===== src/rtl/perceptron_pkg.sv =====
// Shared constants and FSM encoding for the perceptron trainer and its classifier.
package perceptron_pkg;

  localparam int unsigned NUM_W       = 16;
  localparam int unsigned W_WIDTH     = 8;
  localparam int unsigned IDX_WIDTH   = 4;
  localparam logic [7:0]  INIT_WEIGHT = 8'h80;
  localparam logic [7:0]  LR_DEFAULT  = 8'h10;

  typedef enum logic [1:0] {
    ST_IDLE  = 2'd0,
    ST_SCAN  = 2'd1,
    ST_WRITE = 2'd2,
    ST_DONE  = 2'd3
  } state_e;

endpackage


===== src/rtl/weight_sat_update.sv =====
// Combinational weight step: add or subtract the learning rate, clamped to the weight range.
module weight_sat_update #(
  parameter int unsigned W_WIDTH = 8
) (
  input  logic [W_WIDTH-1:0] weight_i,
  input  logic [W_WIDTH-1:0] lr_i,
  input  logic               inc_i,
  output logic [W_WIDTH-1:0] result_o
);

  logic [W_WIDTH:0] sum;
  logic [W_WIDTH:0] diff;

  always_comb begin
    sum  = {1'b0, weight_i} + {1'b0, lr_i};
    diff = {1'b0, weight_i} - {1'b0, lr_i};
    if (inc_i) begin
      result_o = sum[W_WIDTH] ? '1 : sum[W_WIDTH-1:0];
    end else begin
      // The extra bit of the difference is the borrow out of the subtraction.
      result_o = diff[W_WIDTH] ? '0 : diff[W_WIDTH-1:0];
    end
  end

endmodule


===== src/rtl/perceptron_trainer.sv =====
// One perceptron training step per start: scans the latched sample bits and writes updated weights.
module perceptron_trainer #(
  parameter int unsigned NUM_W   = perceptron_pkg::NUM_W,
  parameter int unsigned W_WIDTH = perceptron_pkg::W_WIDTH,
  parameter logic [7:0]  LR      = perceptron_pkg::LR_DEFAULT
) (
  input  logic               clk,
  input  logic               rst_n,
  input  logic               start,
  input  logic [7:0]         inputs1,
  input  logic [7:0]         inputs2,
  input  logic               target,
  input  logic               pred,
  output logic               busy,
  output logic               done,
  output logic               w_valid,
  input  logic               w_ready,
  output logic [3:0]         w_addr,
  output logic [W_WIDTH-1:0] w_data,
  output logic [7:0]         err_count
);

  import perceptron_pkg::*;

  localparam logic [3:0] LAST_IDX = 4'(NUM_W - 1);

  state_e               state_q, state_d;
  logic [3:0]           idx_q, idx_d;
  logic [7:0]           err_q, err_d;
  logic [NUM_W-1:0]     sample_q;
  logic                 target_q;
  logic [3:0]           waddr_q;
  logic [W_WIDTH-1:0]   wdata_q;
  logic [W_WIDTH-1:0]   weights_q [NUM_W];
  logic [W_WIDTH-1:0]   new_weight;
  logic                 load;
  logic                 wr_load;
  logic                 wr_commit;
  logic                 last;

  // Only mismatched steps reach SCAN, so the latched target alone gives the update direction.
  weight_sat_update #(.W_WIDTH(W_WIDTH)) u_update (
    .weight_i (weights_q[idx_q]),
    .lr_i     (W_WIDTH'(LR)),
    .inc_i    (target_q),
    .result_o (new_weight)
  );

  assign last = (idx_q == LAST_IDX);

  always_comb begin
    state_d   = state_q;
    idx_d     = idx_q;
    err_d     = err_q;
    load      = 1'b0;
    wr_load   = 1'b0;
    wr_commit = 1'b0;
    unique case (state_q)
      ST_IDLE: begin
        if (start) begin
          load  = 1'b1;
          idx_d = '0;
          if (pred == target) begin
            state_d = ST_DONE;
          end else begin
            state_d = ST_SCAN;
            if (err_q != '1) err_d = err_q + 8'd1;
          end
        end
      end
      ST_SCAN: begin
        if (sample_q[idx_q]) begin
          wr_load = 1'b1;
          state_d = ST_WRITE;
        end else begin
          idx_d   = idx_q + 4'd1;
          state_d = last ? ST_DONE : ST_SCAN;
        end
      end
      ST_WRITE: begin
        if (w_ready) begin
          wr_commit = 1'b1;
          idx_d     = idx_q + 4'd1;
          state_d   = last ? ST_DONE : ST_SCAN;
        end
      end
      ST_DONE: state_d = ST_IDLE;
      default: state_d = ST_IDLE;
    endcase
  end

  always_ff @(posedge clk or negedge rst_n) begin
    if (!rst_n) begin
      state_q <= ST_IDLE;
      idx_q   <= '0;
      err_q   <= '0;
    end else begin
      state_q <= state_d;
      idx_q   <= idx_d;
      err_q   <= err_d;
    end
  end

  always_ff @(posedge clk or negedge rst_n) begin
    if (!rst_n) begin
      sample_q <= '0;
      target_q <= 1'b0;
      waddr_q  <= '0;
      wdata_q  <= '0;
      for (int unsigned i = 0; i < NUM_W; i++) weights_q[i] <= W_WIDTH'(INIT_WEIGHT);
    end else begin
      if (load) begin
        sample_q <= NUM_W'({inputs2, inputs1});
        target_q <= target;
      end
      if (wr_load) begin
        waddr_q <= idx_q;
        wdata_q <= new_weight;
      end
      if (wr_commit) weights_q[waddr_q] <= wdata_q;
    end
  end

  assign busy      = (state_q == ST_SCAN) || (state_q == ST_WRITE);
  assign done      = (state_q == ST_DONE);
  assign w_valid   = (state_q == ST_WRITE);
  assign w_addr    = waddr_q;
  assign w_data    = wdata_q;
  assign err_count = err_q;

endmodule

===== config.mk =====
export PLATFORM = sky130hd
export DESIGN_NAME = perceptron_trainer
export DESIGN_NICKNAME = d
export VERILOG_FILES = /design/src/rtl/perceptron_pkg.sv /design/src/rtl/weight_sat_update.sv /design/src/rtl/perceptron_trainer.sv
export SDC_FILE = /design/constraint.sdc
export NUM_CORES = 1
export LEC_CHECK = 0
export CAP_MARGIN = 0
export CORE_ASPECT_RATIO = 1.4
export CORE_UTILIZATION = 55
export CTS_CLUSTER_DIAMETER = 60
export CTS_CLUSTER_SIZE = 20
export DETAILED_ROUTE_END_ITERATION = 8
export PLACE_DENSITY_LB_ADDON = 0.3
export SYNTH_ARGS = -nofsm -noshare
export SYNTH_HDL_FRONTEND = slang
export SYNTH_HIERARCHICAL = 1
export SYNTH_SLANG_ARGS = --single-unit

===== constraint.sdc =====
create_clock -name clk -period 7.3 [get_ports clk]
set_clock_uncertainty 0.2 [all_clocks]
set_input_delay 1.46 -clock clk [delete_from_list [all_inputs] [get_ports clk]]
set_output_delay 1.46 -clock clk [all_outputs]
set_load 0.01 [all_outputs]

* Word-level counts from Yosys, hierarchy flattened
Index checks and enable logic that the tools add are counted.
Cells by class: add/subtract/negate cells 4, $lt $le $gt $ge 4, eq/ne operators 9, mux-type cells 27, bitwise operators 3, reduce and logical (&&, ||, !) cells 7
Operators by type and width (number):
- 128-bit bitwise mux | 1
- 8-bit two-way mux | 6
- 8-bit binary-select mux with 4-bit select | 1
- 8-bit demux with 4-bit select | 1
- 4-bit two-way mux | 3
- 4-bit one-hot mux with 3 select lines | 1
- 5-bit >= comparator (second input constant) | 2
- 2-bit two-way mux | 5
- 4-bit NOT with 5-bit output | 2
- 8-bit by 5-bit adder with 9-bit output (second input constant) | 1
- 8-bit by 5-bit subtractor with 9-bit output (second input constant) | 1
- 8-bit by 1-bit adder with 8-bit output (second input constant) | 1
- 8-bit != test (second input constant) | 1
- 2-bit one-hot mux with 4 select lines | 1
- 4-bit AND reduction | 2
- 1-bit two-way mux | 7
- 4-bit by 5-bit less-than comparator with 1-bit output (second input constant) | 1
- 5-bit by 1-bit less-than comparator with 1-bit output (second input constant) | 1
- 4-bit by 1-bit adder with 4-bit output (second input constant) | 1
- 1-bit binary-select mux with 4-bit select | 1
- 2-bit equality test (second input constant) | 2
- 4-bit equality test (second input constant) | 1
- 2-bit != test (second input constant) | 2
- 3-bit nonzero test | 1
- 8 further kinds | 8
Storage, ports and cells: bits in registers 171, bits of input ports 22

* Logic depth before layout (Yosys ltp)
Gate-level depths: netlist of run 1.
depth after elaboration 7, gate-level depth with buffers 15

* Modules after synthesis
Netlist of run 1, hierarchy kept.
By module, submodules not included:
- perceptron_trainer | instances 1, cells each 503, area an instance 7830.0 um^2
- weight_sat_update | instances 1, cells each 117, area an instance 892.1 um^2

* Worst setup path after synthesis of run 1
Ideal clock, no wire load.
path kind reg2reg, start point register idx_q[0], end point register wdata_q[7], in the netlist w_data[7], setup time 127 ps, arrival 3396 ps, slack 3576 ps, stages on the path, launching flop included 12, buffers on the path 2, clock period less this slack 3724 ps, cell sequence dfrtp_1 buf_6 buf_2 mux4_2 mux4_2 ha_1 nor2b_1 a221oi_1 o31a_1 a221oi_1 o21ai_1 mux2_1
On the way: cells in the longest elaborated chain, start to end 7
Ends and longest elaborated chain:
- start, declared | line perceptron_trainer.sv:28 | logic [3:0] idx_q, idx_d;
- start signal, assigned | line perceptron_trainer.sv:99 | idx_q <= idx_d;
- 4-bit NOT with 5-bit output (not written as such) (*) | line perceptron_trainer.sv:43 | .weight_i (weights_q[idx_q]),
- 8-bit binary-select mux with 4-bit select (*) | line perceptron_trainer.sv:43
- 8-bit two-way mux (not written as such) (*) (2 in a row) | line perceptron_trainer.sv:43
- 8-bit by 5-bit subtractor with 9-bit output / 8-bit by 5-bit adder with 9-bit output (equally long branches) | line weight_sat_update.sv:16, weight_sat_update.sv:15
- 8-bit two-way mux, on equally long branches | line weight_sat_update.sv:21, weight_sat_update.sv:18
- 8-bit two-way mux (*) | line weight_sat_update.sv:17 | if (inc_i) begin
- via new_weight[7] | line perceptron_trainer.sv:35 | logic [W_WIDTH-1:0] new_weight;
- end signal, assigned | line perceptron_trainer.sv:118 | wdata_q <= new_weight;
- end, declared | line perceptron_trainer.sv:33 | logic [W_WIDTH-1:0] wdata_q;
The timed path passes the listed nets; every way through them passes the cells marked *. The select of a mux whose other input is x is not followed. A chain may end at the register's enable or synchronous reset.

* Worst setup path after layout of run 1
start point register idx_q[0], end point register wdata_q[5], in the netlist w_data[5]
The elaborated chain is that of the path after synthesis.

==> results of run 1 <==
## critical path: stages, from the launching register on
cell	delay, ns
dfrtp_2	0.98
buf_4	0.48
mux4_2	0.56
mux4_2	0.60
ha_1	0.24
a221oi_1	0.54
o21a_1	0.24
o311a_1	0.15
o21ai_1	0.06
mux2_1	0.31
## through the flow
stage	setup WS, ns	total power, mW	instance area [um^2]	utilization	std cells
2_1_floorplan	3.576	2.270	8782	-	636
3_3_place_gp	2.779	2.625	9364	0.6026	855
3_5_place_dp	2.780	2.659	9364	0.6026	855
4_1_cts	2.736	3.580	9967	0.6414	887
5_1_grt	2.489	3.773	9967	0.6414	887
6_report	2.797	3.577	9967	0.6414	887
## Yosys cell counts (all sizes together), types with 5 or more instances
master | number | area [um^2]
xnor2 | 5 | 43.79
nand4 | 6 | 37.54
o21ai | 9 | 48.79
nor2 | 27 | 101.4
a221oi | 7 | 102.6
inv | 24 | 90.09
buf | 10 | 95.09
nor3 | 5 | 35.03
dfstp | 16 | 420.4
mux4 | 40 | 900.9
mux2i | 9 | 90.09
dfrtp | 155 | 3879
mux2 | 158 | 1779
a21oi | 12 | 60.06
clkbuf | 19 | 71.32
nand2 | 24 | 90.09
ha | 24 | 300.3
nand3 | 5 | 25.02
## area by class of cell
cell class / count / share of cell area
Tap cell: 196 / 0.02460
Sequential cell: 171 / 0.4315
Timing Repair Buffer: 52 / 0.05034
Clock inverter: 13 / 0.01607
Inverter: 24 / 0.009038
Clock buffer: 19 / 0.04444
Multi-Input combinational cell: 412 / 0.4241
## report_power, final
group | internal, mW | switching [mW]
logic | 0.626 | 0.663
clock network | 0.524 | 0.387
registers | 1.13 | 0.245
total | 2.28 | 1.30
## worst paths after layout
kind	from	end	slack [ns]	cells past startpoint
setup / recovery	idx_q[0]	w_data[5]	2.80	9
hold / removal	weights_q[104]	weights_q[104]	0.30	1
setup reg to reg	idx_q[0]	w_data[5]	2.80	9
hold reg to reg	weights_q[104]	weights_q[104]	0.30	1
max in group asynchronous	rst_n	idx_q[0]	4.49	2
min in group asynchronous	rst_n	sample_q[8]	0.92	1
## cells by family (layout without fill, tap and decap cells)
logic type	Yosys count	in the layout	synth area share
muxes	207	207	0.3176
DFF	171	171	0.4929
and+or+nand+nor	85	85	0.04734
AOI/OAI and AO/OA	68	68	0.06484
buffers and inverters	53	108	0.02941
adders and majority gates	26	26	0.03902
xor gates and xnor gates	8	8	0.008034
other	2	18	0.0008610
## registers in the layout, indices dropped and copies added, names as in the netlist
name       flops
weights_q    128
sample_q      16
err_count      8
w_data         8
idx_q          4
w_addr         4
state_q        2
target_q       1
## per-layer routing
layer  vias to the layer above  GRT usage  part of all wire
li1                       2397          -                 -
met1                      2847     0.3070              0.36
met2                       162     0.4835              0.55
met3                        46    0.04045             0.046
met4                         0     0.1405             0.044
met5                         -          0                 0
==> reports/qor.txt, run 1 <==
IO Count: 45
Die Wd: 108.4 um
DRC violations left: 0
postcts setup bufs: 0
detailed placer's ending HPWL: 13790 um
crit path capture type: flip-flop
register area share after synthesis: 0.4929
via/cell ratio: 6.147
number of synthesized flops with an enable pin: 0
TritonRoute pass-1 iters: 4
Die ar.: 0.01637 mm^2
#FFs+latches synth: 171
DRT antenna net count: 0
Post-CTS Hold Buffers: 0
Max Root-Sink Buffers: 2
Rel. slew slack: 0.2505
Worst Setup Start Kind: flip-flop
most frequent cells in the layout: dfrtp_1 (154), mux2_2 (141), clkdlybuf4s50_1 (43)
DR WL/cell: 22.49 um
pwr dens: 358.9 mW/mm^2
number of port buffers: 44
final setup vio count: 0
yosys warns: 6
Total GRT Usage: 0.2693
Multi-input gate area: 0.004227 mm^2
Synth-to-Final Area Change: 14.27%
Avg Synthesized Cell Area: 14.07 um^2
initial antenna violation count: 0
Core Box Area: 0.01554 mm^2
Cell Area, Synth: 0.008722 mm^2
Post-synth top flop: dfrtp_1
aggregate negative setup slack: 0 ns
Skew-Pair Late Insertion Delay: 0.42 ns
Fillers: 1128
row count: 54
largest net degree at the start of global routing: 99
vias: 5452
leak pwr: 4.542 nW
CP arrival: 4.61 ns
Tmin final: 4.503 ns
Async SR Flop Fraction: 1.000
H-tree levels: 4
Hold Worst Slack: 0.2958 ns
vias in the first global route: 5903
Post-Route WL: 19950 um
initial DRC count: 372
Starting Density: 0.5613
GR Overflow Total: 0
Synth Instances: 620
Final Hold Viols: 0
CTS tree: yes
TritonCTS buffer count: 17
Final Max Slew Viols: 0
Final nets: 726
Root Driver: clkbuf_16
# clock sinks: 171
final RePlAce weighted congestion: 0.9151
HP Class: flip-flop to flip-flop
Reg area: 0.004300 mm^2
die height: 151 um
Synth cell types: 66
ratio of final minimum period to clock period: 0.6169
commonest non-fill, non-tap cell in the layout: dfrtp_1
FMAX: 0.2221 GHz
Max FO, Critical Path: 28
outcome: completed
RSZ-0062 raised after global routing: false
MaxCap Viol Count: 0
critical path type: flip-flop to flip-flop
share of layout cells above drive strength 1: 0.3661
Max rail drop VDD: 0.2282 mV
n_diodes: 0
first-pass GRT wire length: 32080 um
CP Data Required Time: 7.40 ns
post-CTS sizing: 0
CTS clk-pin slew, worst paths: 0.07 ns
measured slew at the worst slew-check pin: 1.124 ns
No activity file was read; power rests on OpenSTA's default activity.
==> run 2: changes to the inputs <==
==> constraint.sdc (replaced) <==
create_clock -name clk -period 4.5 [get_ports clk]
set_clock_uncertainty 0.2 [all_clocks]
set_input_delay 0.9 -clock clk [delete_from_list [all_inputs] [get_ports clk]]
set_output_delay 0.9 -clock clk [all_outputs]
set_load 0.01 [all_outputs]
==> reports/qor.txt, run 2 (synthesized netlist as in run 1, its figures left out) <==
H-tree levels: 4
FMAX: 0.2478 GHz
measured slew at the worst slew-check pin: 1.059 ns
flip-flop count of the largest register after layout: 128
largest reg by FF count: weights_q
most frequent cells in the layout: dfrtp_1 (154), mux2_2 (141), clkdlybuf4s50_1 (43)
TritonCTS buffer count: 17
initial DRC count: 357
Design Area, Final: 0.01003 mm^2
# clock sinks: 171
Skew-Pair Late Insertion Delay: 0.43 ns
GR Overflow Total: 0
vias: 5466
critical path type: flip-flop to flip-flop
RSZ-0062 raised after global routing: false
postcts setup bufs: 0
CP Cell Sequence: buf_4 > mux4_2 > mux4_2 > ha_1 > inv_2 > a221oi_4 > a211oi_4 > o21ai_1 > o21ai_0 > mux2_1
ratio of final minimum period to clock period: 0.8967
row count: 54
final RePlAce weighted congestion: 0.9130
pwr dens: 586.4 mW/mm^2
largest net degree at the start of global routing: 107
share of layout cells above drive strength 1: 0.3671
Fillers: 1163
IO Count: 45
via/cell ratio: 6.155
n_diodes: 0
Final Hold Viols: 0
outcome: completed
MaxCap Viol Count: 0
most frequent CP cell: mux4_2
Tmin final: 4.035 ns
CP arrival: 4.14 ns
Die ar.: 0.01637 mm^2
Post-CTS Hold Buffers: 0
Placed Area: 0.009409 mm^2
vias in the first global route: 5807
largest registers: weights_q x128, sample_q x16
detailed placer's ending HPWL: 13970 um
first-pass GRT wire length: 32170 um
Core Box Area: 0.01554 mm^2
Final nets: 727
Rel. slew slack: 0.2911
overall power: 5.882 mW
number of port buffers: 44
Worst Setup Start Kind: flip-flop
post-CTS sizing: 0
aggregate negative setup slack: 0 ns
Post-Route WL: 20300 um
DRC violations left: 0
Starting Density: 0.5613
CP Data Required Time: 4.60 ns
commonest non-fill, non-tap cell in the layout: dfrtp_1
Synth-to-Final Area Change: 15.01%
CTS clk-pin slew, worst paths: 0.07 ns
CTS tree: yes
leak pwr: 4.568 nW
slowest CP cell: mux4_2
crit path capture type: flip-flop
Final Max Slew Viols: 0
Max FO, Critical Path: 10
Total GRT Usage: 0.2706
Crit path buffers/inverters: 2
DR WL/cell: 22.86 um
Max Root-Sink Buffers: 2
Die Wd: 108.4 um
Root Driver: clkbuf_16
HP Class: flip-flop to flip-flop
Top delay family on crit path: multiplexers
TritonRoute pass-1 iters: 6
initial antenna violation count: 0
Crit path largest cell delay: 0.53 ns
Max rail drop VDD: 0.4763 mV
DRT antenna net count: 0
final setup vio count: 0
die height: 151 um
run 2: power breakdown:
group	total [mW]	switching, mW	internal (mW)
Sequential	2.20	0.364	1.84
Combinational	2.15	1.11	1.04
Clock	1.54	0.631	0.904
run 2: layout make-up:
type                       count  area (um^2)  area share
clock buffer                  19        442.9     0.04416
clock inverter                13        178.9     0.01784
inverter                      24        90.09    0.008981
multi-input combinational    412         4227      0.4214
sequential                   171         4300      0.4287
tap                          196        245.2     0.02445
timing repair buffer          53        546.8     0.05451
run 2: per-stage QoR:
step	hold WS [ns]	worst slack (ns)	instances	utilization
2_1_floorplan	0.2587	0.7762	636	-
3_3_place_gp	0.2686	0.5479	856	0.6055
3_5_place_dp	0.2768	0.5490	856	0.6055
4_1_cts	0.2906	0.5279	888	0.6455
5_1_grt	0.3010	0.3923	888	0.6455
6_report	0.2888	0.4650	888	0.6455
run 2: worst paths after layout:
| path | cells after the start | to | startpoint | slack [ns] |
|---|---|---|---|---|
| setup / recovery | 10 | w_data[6] | idx_q[0] | 0.47 |
| hold / removal | 1 | weights_q[104] | weights_q[104] | 0.29 |
| setup reg to reg | 10 | w_data[6] | idx_q[0] | 0.47 |
| hold reg to reg | 1 | weights_q[104] | weights_q[104] | 0.29 |
| max in group asynchronous | 2 | weights_q[55] | rst_n | 2.73 |
| min in group asynchronous | 1 | sample_q[13] | rst_n | 0.39 |
run 2: routing by layer:
| metal | GRT usage | up-vias | wire length (um) |
|---|---|---|---|
| met5 | 0 | - | 0 |
| met4 | 0.1101 | 0 | 702 |
| met3 | 0.04346 | 52 | 827 |
| met2 | 0.4927 | 188 | 11160 |
| met1 | 0.3139 | 2816 | 7603 |
| li1 | - | 2410 | - |
